**src/rtl/exec_stage_mc_if.sv**
```systemverilog
// exec_stage_mc_if: bundle issue/retire interface for exec_stage_mc.
// Channel c uses bits [c*W+W-1:c*W] of the data buses and bits [c*4+3:c*4] of the register-number buses.
interface exec_stage_mc_if #(
  parameter int CH = 2,
  parameter int W  = 32
);

  logic            in_valid;
  logic            in_ready;
  logic            flush;
  logic [CH*3-1:0] op;
  logic [CH*4-1:0] wn;
  logic [CH-1:0]   wreg;
  logic [CH*W-1:0] da;
  logic [CH*W-1:0] db;
  logic [CH*4-1:0] rn_a;
  logic [CH*4-1:0] rn_b;
  logic            out_valid;
  logic [CH*W-1:0] ed;
  logic [CH*4-1:0] ewn;
  logic [CH-1:0]   ewreg;
  logic [CH-1:0]   neg;
  logic [CH-1:0]   zero;

  modport master (
    output in_valid, flush, op, wn, wreg, da, db, rn_a, rn_b,
    input  in_ready, out_valid, ed, ewn, ewreg, neg, zero
  );

  modport slave (
    input  in_valid, flush, op, wn, wreg, da, db, rn_a, rn_b,
    output in_ready, out_valid, ed, ewn, ewreg, neg, zero
  );

endinterface

```
**src/rtl/exec_stage_mc.sv**
```systemverilog
// exec_stage_mc: multi-channel execute stage; ALU bundles retire next cycle, MUL bundles after MUL_LAT cycles.
// Optional feature macro EXEC_STAGE_MC_BYPASS_EN forwards the retiring results into a bundle accepted alongside them.
module exec_stage_mc #(
  parameter int CH      = 2,
  parameter int W       = 32,
  parameter int MUL_LAT = 3
) (
  input  logic           clock,
  input  logic           nReset,
  exec_stage_mc_if.slave bus
);

  typedef enum logic {
    IDLE = 1'b0,
    BUSY = 1'b1
  } state_e;

  localparam logic [2:0] OP_ADD = 3'd0;
  localparam logic [2:0] OP_SUB = 3'd1;
  localparam logic [2:0] OP_AND = 3'd2;
  localparam logic [2:0] OP_OR  = 3'd3;
  localparam logic [2:0] OP_XOR = 3'd4;
  localparam logic [2:0] OP_MOV = 3'd5;
  localparam logic [2:0] OP_MUL = 3'd6;
  localparam logic [2:0] OP_NOP = 3'd7;

  localparam logic [3:0] CNT_LOAD = 4'(MUL_LAT - 1);

  state_e state_q, state_d;
  logic [3:0] cnt_q, cnt_d;
  logic outValid_q, outValid_d;

  logic [CH-1:0][W-1:0] ed_q, ed_d;
  logic [CH-1:0][3:0]   ewn_q, ewn_d;
  logic [CH-1:0]        wregRet_q, wregRet_d;

  logic [CH-1:0][W-1:0] pendEd_q, pendEd_d;
  logic [CH-1:0][3:0]   pendWn_q, pendWn_d;
  logic [CH-1:0]        pendWreg_q, pendWreg_d;

  logic [CH-1:0][2:0]   opCh;
  logic [CH-1:0][3:0]   wnCh;
  logic [CH-1:0][3:0]   rnA;
  logic [CH-1:0][3:0]   rnB;
  logic [CH-1:0][W-1:0] opA;
  logic [CH-1:0][W-1:0] opB;
  logic [CH-1:0][W-1:0] result;
  logic [CH-1:0]        wregEff;
  logic [CH-1:0]        zeroV;
  logic [CH-1:0]        negV;
  logic                 anyMul;
  logic                 inReady;
  logic                 accept;

  assign opCh = bus.op;
  assign wnCh = bus.wn;
  assign rnA  = bus.rn_a;
  assign rnB  = bus.rn_b;

  assign inReady = (state_q == IDLE);
  assign accept  = bus.in_valid & inReady & ~bus.flush;

  function automatic logic [W-1:0] aluResult(input logic [2:0] opc,
                                             input logic [W-1:0] a,
                                             input logic [W-1:0] b);
    logic [W-1:0] r;
    r = '0;
    case (opc)
      OP_ADD:  r = a + b;
      OP_SUB:  r = a - b;
      OP_AND:  r = a & b;
      OP_OR:   r = a | b;
      OP_XOR:  r = a ^ b;
      OP_MOV:  r = a;
      OP_MUL:  r = a * b;
      default: r = '0;
    endcase
    return r;
  endfunction

  // Forwarding only ever sees the bundle retiring this cycle; later channels override earlier matches.
  always_comb begin
    opA = bus.da;
    opB = bus.db;
`ifdef EXEC_STAGE_MC_BYPASS_EN
    if (outValid_q) begin
      for (int c = 0; c < CH; c++) begin
        for (int k = 0; k < CH; k++) begin
          if (wregRet_q[k] && (ewn_q[k] == rnA[c])) opA[c] = ed_q[k];
          if (wregRet_q[k] && (ewn_q[k] == rnB[c])) opB[c] = ed_q[k];
        end
      end
    end
`endif
  end

`ifndef EXEC_STAGE_MC_BYPASS_EN
  logic unusedRn;
  assign unusedRn = ^{rnA, rnB};
`endif

  always_comb begin
    anyMul  = 1'b0;
    result  = '0;
    wregEff = '0;
    for (int c = 0; c < CH; c++) begin
      result[c]  = aluResult(opCh[c], opA[c], opB[c]);
      wregEff[c] = bus.wreg[c] & (opCh[c] != OP_NOP);
      if (opCh[c] == OP_MUL) anyMul = 1'b1;
    end
  end

  // A MUL anywhere in the bundle parks every channel's result until the whole bundle retires together.
  always_comb begin
    state_d    = state_q;
    cnt_d      = cnt_q;
    outValid_d = 1'b0;
    ed_d       = ed_q;
    ewn_d      = ewn_q;
    wregRet_d  = wregRet_q;
    pendEd_d   = pendEd_q;
    pendWn_d   = pendWn_q;
    pendWreg_d = pendWreg_q;
    case (state_q)
      IDLE: begin
        if (accept) begin
          if (anyMul) begin
            state_d    = BUSY;
            cnt_d      = CNT_LOAD;
            pendEd_d   = result;
            pendWn_d   = wnCh;
            pendWreg_d = wregEff;
          end else begin
            ed_d       = result;
            ewn_d      = wnCh;
            wregRet_d  = wregEff;
            outValid_d = 1'b1;
          end
        end
      end
      BUSY: begin
        if (bus.flush) begin
          state_d = IDLE;
          cnt_d   = 4'd0;
        end else if (cnt_q == 4'd1) begin
          state_d    = IDLE;
          cnt_d      = 4'd0;
          ed_d       = pendEd_q;
          ewn_d      = pendWn_q;
          wregRet_d  = pendWreg_q;
          outValid_d = 1'b1;
        end else begin
          cnt_d = cnt_q - 4'd1;
        end
      end
      default: begin
        state_d = IDLE;
        cnt_d   = 4'd0;
      end
    endcase
  end

  always_ff @(posedge clock or negedge nReset) begin
    if (!nReset) begin
      state_q    <= IDLE;
      cnt_q      <= 4'd0;
      outValid_q <= 1'b0;
      ed_q       <= '0;
      ewn_q      <= '0;
      wregRet_q  <= '0;
      pendEd_q   <= '0;
      pendWn_q   <= '0;
      pendWreg_q <= '0;
    end else begin
      state_q    <= state_d;
      cnt_q      <= cnt_d;
      outValid_q <= outValid_d;
      ed_q       <= ed_d;
      ewn_q      <= ewn_d;
      wregRet_q  <= wregRet_d;
      pendEd_q   <= pendEd_d;
      pendWn_q   <= pendWn_d;
      pendWreg_q <= pendWreg_d;
    end
  end

  always_comb begin
    zeroV = '0;
    negV  = '0;
    for (int c = 0; c < CH; c++) begin
      zeroV[c] = ~|ed_q[c];
      negV[c]  = ed_q[c][W-1];
    end
  end

  assign bus.in_ready  = inReady;
  assign bus.out_valid = outValid_q;
  assign bus.ed        = ed_q;
  assign bus.ewn       = ewn_q;
  assign bus.ewreg     = wregRet_q & {CH{outValid_q}};
  assign bus.zero      = zeroV;
  assign bus.neg       = negV;

endmodule

```
**src/flat_wrapper.sv**
```systemverilog
// flat-port wrapper written by rule: the top's interface ports become plain ports
module exec_stage_mc_flat 
#(
  parameter int CH      = 2,
  parameter int W       = 32,
  parameter int MUL_LAT = 3
)
  (clock, nReset, bus_in_valid, bus_flush, bus_op, bus_wn, bus_wreg, bus_da, bus_db, bus_rn_a, bus_rn_b, bus_in_ready, bus_out_valid, bus_ed, bus_ewn, bus_ewreg, bus_neg, bus_zero);
  exec_stage_mc_if #(.CH(CH), .W(W)) bus_i ();
  input  logic clock;
  input  logic nReset;
  input wire logic [$bits(bus_i.in_valid)-1:0] bus_in_valid;
  input wire logic [$bits(bus_i.flush)-1:0] bus_flush;
  input wire logic [$bits(bus_i.op)-1:0] bus_op;
  input wire logic [$bits(bus_i.wn)-1:0] bus_wn;
  input wire logic [$bits(bus_i.wreg)-1:0] bus_wreg;
  input wire logic [$bits(bus_i.da)-1:0] bus_da;
  input wire logic [$bits(bus_i.db)-1:0] bus_db;
  input wire logic [$bits(bus_i.rn_a)-1:0] bus_rn_a;
  input wire logic [$bits(bus_i.rn_b)-1:0] bus_rn_b;
  output wire logic [$bits(bus_i.in_ready)-1:0] bus_in_ready;
  output wire logic [$bits(bus_i.out_valid)-1:0] bus_out_valid;
  output wire logic [$bits(bus_i.ed)-1:0] bus_ed;
  output wire logic [$bits(bus_i.ewn)-1:0] bus_ewn;
  output wire logic [$bits(bus_i.ewreg)-1:0] bus_ewreg;
  output wire logic [$bits(bus_i.neg)-1:0] bus_neg;
  output wire logic [$bits(bus_i.zero)-1:0] bus_zero;
  assign bus_i.in_valid = bus_in_valid;
  assign bus_i.flush = bus_flush;
  assign bus_i.op = bus_op;
  assign bus_i.wn = bus_wn;
  assign bus_i.wreg = bus_wreg;
  assign bus_i.da = bus_da;
  assign bus_i.db = bus_db;
  assign bus_i.rn_a = bus_rn_a;
  assign bus_i.rn_b = bus_rn_b;
  assign bus_in_ready = bus_i.in_ready;
  assign bus_out_valid = bus_i.out_valid;
  assign bus_ed = bus_i.ed;
  assign bus_ewn = bus_i.ewn;
  assign bus_ewreg = bus_i.ewreg;
  assign bus_neg = bus_i.neg;
  assign bus_zero = bus_i.zero;
  exec_stage_mc #(.CH(CH), .W(W), .MUL_LAT(MUL_LAT)) u_core (.clock(clock), .nReset(nReset), .bus(bus_i));
endmodule
```
**config.mk**
```make
export PLATFORM = sky130hd
export DESIGN_NAME = exec_stage_mc_flat
export DESIGN_NICKNAME = d
export VERILOG_FILES = /design/src/rtl/exec_stage_mc_if.sv /design/src/rtl/exec_stage_mc.sv /design/src/flat_wrapper.sv
export SDC_FILE = /design/constraint.sdc
export NUM_CORES = 2
export LEC_CHECK = 0
export ABC_AREA = 0
export CORE_UTILIZATION = 50
export DETAILED_ROUTE_END_ITERATION = 16
export PLACE_DENSITY = 0.7
export SLEW_MARGIN = 5
export SYNTH_ARGS = -nofsm -noshare
export SYNTH_HDL_FRONTEND = slang
export SYNTH_SLANG_ARGS = --single-unit
```
**constraint.sdc**
```tcl
create_clock -name clock -period 4.1 [get_ports clock]
set_input_delay 0.82 -clock clock [delete_from_list [all_inputs] [get_ports clock]]
set_output_delay 0.82 -clock clock [all_outputs]
set_load 0.02 [all_outputs]
```
Word-level counts from Yosys, hierarchy flattened
Cells that the tools add are included.
{"block": "word_totals", "ff_bits": 154, "input_bits": 164, "out_inout_bits": 80, "elab_cells": 96}
{"block": "classes", "n_addsub": 5, "multipliers": 2, "eq_ne": 20, "n_mux": 34, "bitwise": 13, "reduce_logical": 9}
{"operator": "$pmux W32 S7", "n": 2}
{"operator": "$mux W64", "n": 4}
{"operator": "$pmux W64 S2", "n": 1}
{"operator": "$add A32 B32 Y32", "n": 2}
{"operator": "$and A32 B32 Y32", "n": 2}
{"operator": "$mul A32 B32 Y32", "n": 2}
{"operator": "$or A32 B32 Y32", "n": 2}
{"operator": "$reduce_or A32 Y1", "n": 2}
{"operator": "$sub A32 B32 Y32", "n": 2}
{"operator": "$xor A32 B32 Y32", "n": 2}
{"operator": "$mux W8", "n": 4}
{"operator": "$eq A3 B3 Y1 const B", "n": 6}
{"operator": "$mux W4", "n": 4}
{"operator": "$pmux W8 S2", "n": 1}
{"operator": "$eq A3 B2 Y1 const B", "n": 4}
{"operator": "$mux W1", "n": 10}
{"operator": "$mux W2", "n": 4}
{"operator": "$ne A2 B2 Y1 const B", "n": 4}
{"operator": "$pmux W4 S2", "n": 1}
{"operator": "$eq A3 B1 Y1 const B", "n": 2}
{"operator": "$logic_not A3 Y1", "n": 2}
{"operator": "$ne A3 B3 Y1 const B", "n": 2}
{"operator": "$and A1 B1 Y1", "n": 4}
{"operator": "$eq A4 B1 Y1 const B", "n": 1}
{"operator": "10 further kinds", "n": 13}

Logic depth before layout (Yosys ltp)
{"block": "depth", "depth_word": 6, "ltp_mapped": 31, "depth_no_buf": 28}

Worst setup path after synthesis
Ideal clock, no wire load.
{"block": "synth_path", "kind": "input to register", "startpoint": "in bus_db[2]", "endpoint": "reg u_core.ed_q (netlist bit u_core.bus.ed[31])", "setup_time_ns": 0.121, "arrival_ns": 8.090, "slack_ns": -4.112, "stages": 29, "path_buffers": 3, "path_cell_list": "clkbuf_1 -> inv_2 -> clkbuf_1 -> nor2_1 -> fa_1 -> inv_1 -> fa_1 -> fa_1 -> fa_1 -> inv_1 -> fa_1 -> inv_1 -> fa_1 -> inv_1 -> fa_1 -> fa_1 -> ha_1 -> clkbuf_1 -> a21o_1 -> a31oi_1 -> o21ai_0 -> a31o_2 -> or3b_2 -> o21ai_0 -> o21ai_0 -> xnor2_1 -> a221o_1 -> nor2_1 -> o21ai_1"}
{"block": "synth_via", "elab_chain_cells": 5, "elab_cells_between_ends": 7, "classes_between": "2 x add/sub; 1 x mul; 4 x mux"}
{"element": "from (decl)", "line": "flat_wrapper.sv:18", "text": "input wire logic [$bits(bus_i.db)-1:0] bus_db;"}
{"element": "$mul A32 B32 Y32 (tied with other cells)", "line": "exec_stage_mc.sv:75", "text": "OP_MUL: r = a * b;"}
{"element": "$pmux W32 S7 *", "line": "exec_stage_mc.sv:68", "text": "case (opc)"}
{"element": "$mux W64 *", "line": "exec_stage_mc.sv:127", "text": "if (anyMul) begin"}
{"element": "$mux W64 *", "line": "exec_stage_mc.sv:126", "text": "if (accept) begin"}
{"element": "$pmux W64 S2 *", "line": "exec_stage_mc.sv:124", "text": "case (state_q)"}
{"element": "to (signal assigned)", "line": "exec_stage_mc.sv:168", "text": "ed_q <= '0;"}
{"element": "to (signal assigned)", "line": "exec_stage_mc.sv:178", "text": "ed_q <= ed_d;"}
{"element": "to (decl)", "line": "exec_stage_mc.sv:33", "text": "logic [CH-1:0][W-1:0] ed_q, ed_d;"}
Every way passes the cells marked *; elsewhere a longest branch is shown, timed or not. The select of a mux whose other input is x is not followed.
A chain may end at the register's enable or synchronous reset.

Final worst setup path
{"block": "layout_path", "startpoint": "in bus_da[45]", "endpoint": "reg u_core.ed_q (netlist bit u_core.bus.ed[63])"}
{"block": "layout_via", "elab_chain_cells": 5, "elab_cells_between_ends": 7, "classes_between": "2 x add/sub; 1 x mul; 4 x mux"}
{"element": "from (decl)", "line": "flat_wrapper.sv:17", "text": "input wire logic [$bits(bus_i.da)-1:0] bus_da;"}
{"element": "$mul A32 B32 Y32 (tied with other cells)", "line": "exec_stage_mc.sv:75"}
{"element": "$pmux W32 S7 *", "line": "exec_stage_mc.sv:68"}
{"element": "$mux W64 *", "line": "exec_stage_mc.sv:127"}
{"element": "$mux W64 *", "line": "exec_stage_mc.sv:126"}
{"element": "$pmux W64 S2 *", "line": "exec_stage_mc.sv:124"}
Marks and branches as above.

==> results list <==
- Result of the run: complete, but fails checks
- The checks that failed: setup timing.
- Number of DRC violations after detailed-routing iteration 0: 5,406
- Layout filler cell count: 6,693
* Final worst setup slack: -3430 ps
- Netlist cell types: 77
* Number of nets in the layout: 8,095
* Element type at the critical path end: register
- Remaining antenna violation count after routing: 0
* Critical path's largest stage delay: 580 ps
- Post-synthesis mux area share: 1.79%
- Post-Synth Simple-Gate Area: 15.3%
* Most used standard cells in the synthesized netlist: sky130_fd_sc_hd__inv_1, sky130_fd_sc_hd__fa_1, sky130_fd_sc_hd__nor2_1, sky130_fd_sc_hd__nand2_1, sky130_fd_sc_hd__ha_1
* Number of vias after detailed routing: 46,092
* GR met1 Demand/Resource: 62.4%
- The region available for standard cell placement spans 88,900 µm².
- In this run, CTS created clock tree buffers numbering 17.
* Ratio of routed vias to standard cells: 5.87
- TritonCTS sink count: 154
- STA puts the critical path data required time at 4400 ps.
- Worst path top cell family by delay: adder cells
- Latest clock arrival within the worst-skew pair: 430 ps
* Achievable clock frequency: 133 MHz
- Setup violations remaining at the end of the flow were counted as 113.
- Max-slew violation count: 0
- Synthesized-area fraction occupied by ao, oa, aoi and oai cells: 10.6%
- Reg-to-reg setup timing slack: 1810 ps
* Syn_area_per_cell: 8.32 µm²
* Final clock skew: 12.7 ps
- The die is 303 µm wide.
* Crit path buf inv count: 6
- Top cell type's share of synthesized area: 36.2%
- Number of buffer cells added on primary ports: 227
- The largest individual stage delay along the critical path comes from the cell sky130_fd_sc_hd__fa_1.
- The first global-routing pass estimated 303,000 µm of wire.
- Slew of the pin with the lowest slew margin: 943 ps
- Number of antenna violations at the first check in global routing: 9
- Of the total synthesized cell area, the portion taken by full adders, half adders and majority gates is 48.4%.
- MaxCap Viol Count: 0
* XOR/XNOR share of the synthesized area: 5.25%
- Post-Synthesis Net Count: 6,852
* Die height: 303 µm
- Minimum period implied by the final worst setup slack: 7530 ps
* Relative slew slack: 37.1%
- The clock passes through at most 2 buffers.
- The worst hold path belongs to the class primary input to asynchronous set/reset pin.
- For this configuration, the core starts out at a cell density of 50.8%.
- Worst-path maximum fanout: 4
- Drt first pass iters: 9
- Cells with a size suffix above 1 make up 33.6% of the layout.
* DIE AREA: 91,600 µm²
* Ys async rst share: 100%
- Maximum number of pins on one net before global-route repair: 105
* Num rows: 109
- 244 I/O pins were placed.
- The number of hold buffers added after CTS was 0.
- The tree is rooted in a sky130_fd_sc_hd__clkbuf_16.
- The most numerous cell type found on the critical path is sky130_fd_sc_hd__fa_1.
- Routed Wire Length: 211,000 µm
- H-tree depth: 4
- TritonCTS built the clock tree.
- GR Util All Layers: 45.8%
- In the routed design, unresolved DRC markers number 0.
- Global routing used 66.5% of the available met2 tracks.
- Most repeated cell in the gate-level netlist after synthesis: sky130_fd_sc_hd__inv_1
* Final Hold Violating Endpoints: 0
* Sequential cell area fraction in the yosys report: 8.53%
- Cell type contributing the most total cell area after synthesis: sky130_fd_sc_hd__fa_1
- Synthesis inferred 154 register bits.
* Main combinational cell family by area after synthesis: adder cells
- Setup Crit Path Kind: primary input to register
* Part of the cycle the worst path needs: 184%
- Minimum hold slack: 436 ps
- For met3 alone, demand over resource in global routing was 15.1%.
- In the post-synthesis netlist, the biggest area contributors are sky130_fd_sc_hd__fa_1, sky130_fd_sc_hd__ha_1, sky130_fd_sc_hd__dfrtp_1.
- Global routing finished with a remaining overflow of 0.
- Synthesis produced 5,430 cells.
- Unrepaired setup endpoints after global routing: yes
* Post-DR wirelength/cell: 26.9 µm
- The synthesized netlist occupies a cell area of 45,200 µm².
- The most used flip-flop cell after synthesis is sky130_fd_sc_hd__dfrtp_1.
- For the worst setup path, the data arrival time is 7830 ps.
* Detailed Place HPWL: 168,000 µm
- At the end of routability-driven placement, the weighted congestion stood at 1.05.
- Clock transition at the registers of the reported paths: 60 ps
- Vias in the first global route: 46,637
* Area growth, synth to finish: 42.5%
- Nature of the critical path startpoint: primary input
- After global routing, the most crowded layer is met2.
- EDFF count, synth: 0
* Ys Warns: 0
## routing by layer
| layer | wire (µm) | share of wire [%] |
|---|---|---|
| met4 | 11800 | 5.6 |
| met5 | 329 | 0.16 |
| met3 | 27900 | 13 |
| met1 | 82600 | 39 |
| met2 | 88800 | 42 |
## timing repair
| item | 4_1_cts | 5_1_grt |
|---|---|---|
| endpoints found under the setup margin | 115 | 114 |
| buffers inserted | 174 | 88 |
| resized for setup | 1084 | 460 |
| gates cloned | 8 | 0 |
| pin swaps | 415 | 306 |
## final timing paths
| check | to | start | cells past startpoint |
|---|---|---|---|
| worst min register to register | u_core.pendWn_q[5] | u_core.pendWn_q[5] | 2 |
| worst max register to register | u_core.bus.ed[54] | u_core.state_q | 9 |
| max in group asynchronous | u_core.pendEd_q[44] | nReset | 2 |
| worst min-delay path | u_core.bus.ewn[2] | nReset | 1 |
| worst max-delay path | u_core.bus.ed[63] | bus_da[45] | 27 |
| min in group clock | u_core.pendWn_q[5] | u_core.pendWn_q[5] | 2 |
## area by class of cell
type	count	area (µm²)	area share, %
multi-input cells	4058	41000	63.6
repair buffers	1508	13600	21.1
inverters	929	3920	6.08
flip-flops and latches	154	3860	5.99
well taps	1165	1460	2.26
clock buffers	18	429	0.667
clock inverters	13	121	0.189
repair inverters	5	60.1	0.0933
diodes	3	7.51	0.0117
## placed cells by master, fill, tap and decap left out, drive strengths merged, types with 22 or more instances in the layout
| master | instances |
|---|---|
| nand3 | 29 |
| clkbuf | 31 |
| o22ai | 41 |
| a21o | 49 |
| ha | 440 |
| a221oi | 35 |
| nor4 | 24 |
| nand2b | 24 |
| mux2i | 63 |
| nand2 | 677 |
| xnor2 | 215 |
| a31oi | 22 |
| dfrtp | 154 |
| inv | 899 |
| fa | 818 |
| clkinv | 41 |
| or3 | 22 |
| nor2 | 775 |
| nor3 | 26 |
| buf | 1339 |
| clkdlybuf4s50 | 127 |
| a211oi | 26 |
| xor2 | 55 |
| nor2b | 29 |
| a21oi | 188 |
| o21ai | 256 |
## flip-flops by register name, summed over array words and instances (netlist names)
signal	count
u_core.bus.ed	64
u_core.bus.ewn	8
u_core.bus.out_valid	1
u_core.cnt_q	4
u_core.pendEd_q	64
u_core.pendWn_q	8
u_core.pendWreg_q	2
u_core.state_q	1
u_core.wregRet_q	2
## cells by family (layout without fill, tap and decap cells)
logic type,count (synthesis),in the layout
AO/OA/AOI/OAI,768,768
XOR/XNOR,270,270
adder cells (fa/ha/maj),1258,1258
buffers and inverters,1218,2473
flip-flops,154,154
multiplexers,79,79
other,0,3
AND/OR/NAND/NOR,1683,1683
## metrics by stage
stage	instance area (µm²)	util, %	TNS (ps)	instances	worst slack, ps
after floorplan	47200	-	-237170	5430	-3460
after global placement	57700	64.8	-372650	7599	-4460
after detailed placement	57700	64.8	-378780	7599	-4510
after CTS	62600	70.4	-270780	7791	-3510
after global routing	64400	72.4	-286800	7852	-3530
final	64400	72.4	-272400	7853	-3430
Power is left out: the tool's default activity adds up to more than one toggle a clock period on the data nets, which glitch-free logic cannot reach.
